$ cat src/rtl/vp_encoder_sched.sv
// Layer-level sequencer for the VP encoder: per chunk load -> encoder start -> run -> drain,
// forwarding each readied ping-pong buffer to the PE array through a 2-entry side queue.
module vp_encoder_sched #(
   parameter int MAX_CHUNKS = 64,
   parameter int TIMEOUT    = 1024,
   parameter int BUFCNT_W   = 8,
   localparam int CW        = $clog2(MAX_CHUNKS + 1)
) (
   input  logic                i_clk,
   input  logic                i_rst,
   input  logic                i_layer_start,
   input  logic [CW-1:0]       i_num_chunks,
   output logic                o_chunk_load,
   output logic [CW-1:0]       o_chunk_idx,
   input  logic                i_chunk_loaded,
   output logic                o_enc_start,
   input  logic                i_enc_right_ready,
   input  logic                i_enc_left_ready,
   input  logic                i_enc_finish,
   output logic                o_pe_valid,
   output logic                o_pe_sel,
   input  logic                i_pe_ready,
   output logic [BUFCNT_W-1:0] o_buf_count,
   output logic                o_busy,
   output logic                o_layer_done,
   output logic                o_overrun,
   output logic                o_timeout
);

   localparam int WD_W = $clog2(TIMEOUT + 1);

   typedef enum logic [2:0] {
      S_IDLE, S_LOAD, S_START, S_RUN, S_DRAIN, S_NEXT, S_DONE
   } state_t;

   state_t              state_q, state_d;
   logic [CW-1:0]       idx_q, idx_d;
   logic [CW-1:0]       num_q, num_d;
   logic [WD_W-1:0]     wd_q, wd_d;
   logic [BUFCNT_W-1:0] buf_cnt_q, buf_cnt_d;
   logic                overrun_q, overrun_d;
   logic                timeout_q, timeout_d;
   logic                chunk_load_q, chunk_load_d;
   logic                r_prev_q, r_prev_d;
   logic                l_prev_q, l_prev_d;
   // Queue storage: q0 is the head, q1 the tail when two entries are held.
   logic [1:0]          q_cnt_q, q_cnt_d;
   logic                q0_q, q0_d;
   logic                q1_q, q1_d;

   logic                active;
   logic [1:0]          edge_ev;
   logic                pop;
   logic                present;
   logic                sd;

   always_comb begin
      state_d      = state_q;
      idx_d        = idx_q;
      num_d        = num_q;
      wd_d         = wd_q;
      buf_cnt_d    = buf_cnt_q;
      overrun_d    = overrun_q;
      timeout_d    = timeout_q;
      q_cnt_d      = q_cnt_q;
      q0_d         = q0_q;
      q1_d         = q1_q;
      present      = 1'b0;
      sd           = 1'b0;
      r_prev_d     = i_enc_right_ready;
      l_prev_d     = i_enc_left_ready;

      active     = (state_q == S_RUN) || (state_q == S_DRAIN);
      edge_ev[0] = active && i_enc_right_ready && !r_prev_q;
      edge_ev[1] = active && i_enc_left_ready && !l_prev_q;

      // Pop first so a full queue can take a new buffer in the same cycle.
      pop = (q_cnt_q != 2'd0) && i_pe_ready;
      if (pop) begin
         q0_d    = q1_q;
         q_cnt_d = q_cnt_q - 2'd1;
      end

      // Right side (index 0) is pushed before left when both rise together.
      for (int s = 0; s < 2; s++) begin
         if (edge_ev[s]) begin
            sd      = (s != 0);
            present = ((q_cnt_d != 2'd0) && (q0_d == sd)) ||
                      ((q_cnt_d == 2'd2) && (q1_d == sd));
            if (present || (q_cnt_d == 2'd2)) begin
               overrun_d = 1'b1;
            end else begin
               if (q_cnt_d == 2'd0) q0_d = sd;
               else                 q1_d = sd;
               q_cnt_d = q_cnt_d + 2'd1;
               if (buf_cnt_d != '1) buf_cnt_d = buf_cnt_d + 1'b1;
            end
         end
      end

      case (state_q)
         S_IDLE: begin
            if (i_layer_start) begin
               num_d = i_num_chunks;
               if (i_num_chunks == '0) begin
                  state_d = S_DONE;
               end else begin
                  state_d   = S_LOAD;
                  overrun_d = 1'b0;
                  timeout_d = 1'b0;
                  idx_d     = '0;
               end
            end
         end
         S_LOAD: begin
            if (i_chunk_loaded) state_d = S_START;
         end
         S_START: begin
            wd_d      = '0;
            buf_cnt_d = '0;
            state_d   = S_RUN;
         end
         S_RUN: begin
            if (i_enc_finish) begin
               state_d = S_DRAIN;
            end else if (wd_q == WD_W'(TIMEOUT - 1)) begin
               timeout_d = 1'b1;
               q_cnt_d   = 2'd0;
               state_d   = S_IDLE;
            end else begin
               wd_d = wd_q + 1'b1;
            end
         end
         S_DRAIN: begin
            // Leave once the last buffer has been handed over this cycle.
            if (q_cnt_d == 2'd0) state_d = S_NEXT;
         end
         S_NEXT: begin
            if (idx_q == num_q - CW'(1)) begin
               state_d = S_DONE;
            end else begin
               idx_d   = idx_q + CW'(1);
               state_d = S_LOAD;
            end
         end
         S_DONE: begin
            state_d = S_IDLE;
         end
         default: state_d = S_IDLE;
      endcase

      chunk_load_d = (state_d == S_LOAD) && (state_q != S_LOAD);
   end

   always_ff @(posedge i_clk) begin
      if (i_rst) begin
         state_q      <= S_IDLE;
         idx_q        <= '0;
         num_q        <= '0;
         wd_q         <= '0;
         buf_cnt_q    <= '0;
         overrun_q    <= 1'b0;
         timeout_q    <= 1'b0;
         chunk_load_q <= 1'b0;
         r_prev_q     <= 1'b0;
         l_prev_q     <= 1'b0;
         q_cnt_q      <= 2'd0;
         q0_q         <= 1'b0;
         q1_q         <= 1'b0;
      end else begin
         state_q      <= state_d;
         idx_q        <= idx_d;
         num_q        <= num_d;
         wd_q         <= wd_d;
         buf_cnt_q    <= buf_cnt_d;
         overrun_q    <= overrun_d;
         timeout_q    <= timeout_d;
         chunk_load_q <= chunk_load_d;
         r_prev_q     <= r_prev_d;
         l_prev_q     <= l_prev_d;
         q_cnt_q      <= q_cnt_d;
         q0_q         <= q0_d;
         q1_q         <= q1_d;
      end
   end

   assign o_chunk_load = chunk_load_q;
   assign o_chunk_idx  = idx_q;
   assign o_enc_start  = (state_q == S_START);
   assign o_pe_valid   = (q_cnt_q != 2'd0);
   assign o_pe_sel     = q0_q;
   assign o_buf_count  = buf_cnt_q;
   assign o_busy       = (state_q != S_IDLE);
   assign o_layer_done = (state_q == S_DONE);
   assign o_overrun    = overrun_q;
   assign o_timeout    = timeout_q;

endmodule

$ cat config.mk
export PLATFORM = sky130hd
export DESIGN_NAME = vp_encoder_sched
export DESIGN_NICKNAME = d
export VERILOG_FILES = /design/src/rtl/vp_encoder_sched.sv
export SDC_FILE = /design/constraint.sdc
export NUM_CORES = 1
export LEC_CHECK = 0
export CAP_MARGIN = 25
export CORE_ASPECT_RATIO = 1.1
export CORE_MARGIN = 8
export CORE_UTILIZATION = 56
export DETAILED_ROUTE_END_ITERATION = 8
export PLACE_DENSITY = 0.81
export SETUP_SLACK_MARGIN = 0.05
export SLEW_MARGIN = 20
export SYNTH_ARGS = -nofsm -noshare
export SYNTH_HDL_FRONTEND = slang
export SYNTH_SLANG_ARGS = --single-unit
$ cat constraint.sdc
create_clock -name i_clk -period 4.58 [get_ports i_clk]
set_input_delay 0.687 -clock i_clk [delete_from_list [all_inputs] [get_ports i_clk]]
set_output_delay 0.687 -clock i_clk [all_outputs]
set_load 0.02 [all_outputs]
==> results.toml <==
[clock_network]
cts-root-to-sink-buffers = 2
clk_pin_slew_worst_paths_ns = 0.09
clock_tree.root_cell = "sky130_fd_sc_hd__clkbuf_8"
clock_sinks = 45
cts.repair.resized = 0
cts-htree-levels = 2
cts_tree = "done"
cts_setup_buffers = 0
clk_latency_ns = 0.29
cts-buffers-inserted = 5
hold_bufs_inserted_after_cts = 0

[min_path]
launch_point_of_the_worst_hold_path = "wd_q[7]"
min_path_cells = 2
hold_path_end = "wd_q[7]"
hold_class = "reg2reg"

[global_routing]
grt_usage_pct = 18.1
first_global_vias = 2683
busiest_layer = "met2"
globalRoute.totalOverflow = 0
grt_use_met3_pct = 4.64
globalRouteMet1Util_pct = 21.3
maximum_number_of_pins_on_one_net_before_global_route_repair = 25
grtUsageMet2_pct = 31.1
global_route_wire_length_before_repair_mm = 12.0
antenna_found_initial = 0

[power_and_ir_drop]
fraction_of_power_consumed_by_the_clock_network_pct = 33.3
power.sequential.fraction_pct = 46.6
internal_power_uw = 643
p_leak_uw = 0.00122
power_density_nw_per_um2 = 260
switching_power_uw = 253
power.share.combinational_pct = 20.1
switching_share_pct = 28.2
ir_worst_vdd_v = 0.000158

[timing]
rsz0062_at_grt = "no"
clock_skew_ns = 0.00979
hold_violations = 0
max_slew_margin_pct = 41.3
postLayoutSetupSlackWorst_ns = 0.360
final_max_slew_viol_count = 0
period_share_pct = 92.1
setup_total_negative_slack_ns = 0
final.min_clock_period_ns = 4.22
count_of_endpoints_failing_setup_in_the_final_report = 0
max_freq_mhz = 237
pin_slew_with_the_least_headroom_to_its_limit_ns = 0.878
hold_slack_ns = 0.469

[synth]
synth_enable_flop_cells = 0
post_synth.cell_area_avg_um2 = 8.02
mappedNetlistArea_um2 = 2930
netlist.area_leader.share_pct = 30.8
synthDominantAreaCellType = "sky130_fd_sc_hd__dfxtp_1"
synth.area.top_cells = "sky130_fd_sc_hd__dfxtp_1, sky130_fd_sc_hd__nand2_1, sky130_fd_sc_hd__a21oi_1"
yosysUniqueCellTypes = 62
async_reset_ff_share_pct = 0
synth.net_count = 388
ys_seq_area_share_pct = 30.8
synth-main-ff-cell = "sky130_fd_sc_hd__dfxtp_1"
ys_seq_elements = 45
total_number_of_yosys_warnings = 0
post_synth_inst_count = 365

[placed_design]
finalWeightedCongestion = 0.898
buffer_ports.inserted = 37
pre_cts_ws_ns = 0.115
dp.final_hpwl_mm = 5.36

[critical_path]
critPathLaunchType = "input pin"
r2r.worst_path.cells = 15
standard_cell_with_the_maximum_stage_delay_on_the_critical_path = "sky130_fd_sc_hd__clkdlybuf4s50_1"
worst-path-buf-inv = 1
critPathTopFamily = "compound AO/OA/AOI/OAI gates"
worstSetupPathDepth = 14
cpPeakStageDelay_ns = 0.50
critPathMaxFanout = 8
rr_startpoint = "q_cnt_q[0]"
crit_chain = "clkdlybuf4s50_1 > nor2b_1 > xnor2_1 > ha_1 > o221ai_1 > a21o_4 > nor2_2 > mux2_2 > ha_1 > and3_1 > a22oi_1 > nor2_2 > a2111oi_0 > nor3_1"
timing.rr.end = "o_buf_count[7]"
critPathCaptureType = "flop"
r2r_setup_slack_ns = 0.44
worst_setup_path_category = "in2reg"
crit_arrival_ns = 4.39
cp_data_required_time_ns = 4.75

[cells_and_area]
drive_above_1_share_pct = 8.48
num_antenna_cells = 0
mostFrequentLayoutCells = "sky130_fd_sc_hd__nand2_1, sky130_fd_sc_hd__dfxtp_1, sky130_fd_sc_hd__clkdlybuf4s50_1, sky130_fd_sc_hd__nor2_1, sky130_fd_sc_hd__a21oi_1"
layout.nets = 423
layout-area-overhead-vs-synth_pct = 17.7

[floorplanning]
die-height_um = 91.9
die-area_um2 = 7800
die_width_um = 85.0
boundaryPins = 38
initial_utilization_pct = 58.2
core_area_um2 = 5030
fp-row-count = 27

[detailed_routing]
routed_wire_length_per_instance_um = 15.1
antenna_violating_nets_post_route = 0
initialDrtViolationCount = 174
drc = 0
firstDrtPassIters = 4
route.vias.total = 2761
via_per_instance_ratio = 6.02
wirelength_mm = 6.95

[run_status]
run_status = "completed"

[flow_run]
cap_viol_max_count = 0
==> stage by stage <==
| stage | std cells | total power (uW) | util, % | cell area (um2) |
|---|---|---|---|---|
| 2_1_floorplan | 365 | 547 | - | 2930 |
| 5_1_grt | 459 | 942 | 68.5 | 3450 |
| 3_3_place_gp | 451 | 600 | 66.3 | 3340 |
| 6_report | 459 | 895 | 68.5 | 3450 |
| 3_5_place_dp | 451 | 605 | 66.3 | 3340 |
| 4_1_cts | 459 | 902 | 68.5 | 3450 |
==> metal layers <==
layer,share of wire (%),up-vias
met2,47,79
met5,0,-
met4,1.9,0
met1,45,1279
li1,-,1387
met3,6.4,16
==> worst max-delay path by stage <==
stage                     startpoint        endpoint  slack (ns)
final                     i_pe_ready  o_buf_count[7]        0.36
after global routing      i_pe_ready  o_buf_count[7]        0.08
after CTS                 i_pe_ready  o_buf_count[7]        0.41
after detailed placement  i_pe_ready  o_buf_count[7]        0.12
after global placement    i_pe_ready  o_buf_count[7]        0.28
after floorplan           i_pe_ready  o_buf_count[7]        0.66
==> Yosys cell counts, drive strengths merged (3+ instances only) <==
master   number
a2111oi       3
or3           6
inv          15
a21o          3
xor2          9
nand2        45
and3          7
nor2b         4
ha            8
a31oi         5
a21oi        31
mux2i        13
nand3b        5
nand2b        6
nor4          3
or3b          3
clkbuf        8
nor3         11
nor3b         4
o21ai         8
buf           3
o21a          5
or2           6
mux2          4
and2          5
xnor2        15
nor2         35
o221ai        3
dfxtp        45
nand4         9
a211oi        3
nand3        11
==> flip-flops by register name (all words and copies together) (netlist names), 2 cells and up <==
| name | flops |
|---|---|
| o_chunk_idx | 7 |
| num_q | 7 |
| wd_q | 11 |
| state_q | 3 |
| q_cnt_q | 2 |
| o_buf_count | 8 |
==> cell families (layout without fill, tap and decap cells) <==
kind of cell	Yosys count	count (layout)	share of synthesized area, %
flops	45	45	30.8
xor+xnor	24	24	7.18
compound gates	80	80	20.2
fa+ha+maj	8	8	3.42
buf+inv	26	62	3.63
mux	17	17	6.11
simple gates	165	165	28.7
==> power groups by stage <==
stage               clock network, uW  logic (uW)  registers (uW)
floorplan                           0         123             425
global placement                    0         174             426
detailed placement                  0         178             426
CTS                               306         179             417
global route                      323         199             420
finish                            298         180             417
==> cell type report <==
type / count / area [um2]
fill: 449 / 1590
multi-input combinational: 294 / 1920
tap: 58 / 72.6
inverter: 15 / 56.3
sequential: 45 / 901
clock buffer: 6 / 72.6
clock inverter: 2 / 38.8
timing repair buffer: 39 / 385
==> worst min-delay path, cell delays in order (launching register included) <==
cell and delay [ns]:
sky130_fd_sc_hd__dfxtp_1 0.32, sky130_fd_sc_hd__o31ai_1 0.06, sky130_fd_sc_hd__a21oi_1 0.05
No activity file was read; power rests on OpenSTA's default activity.
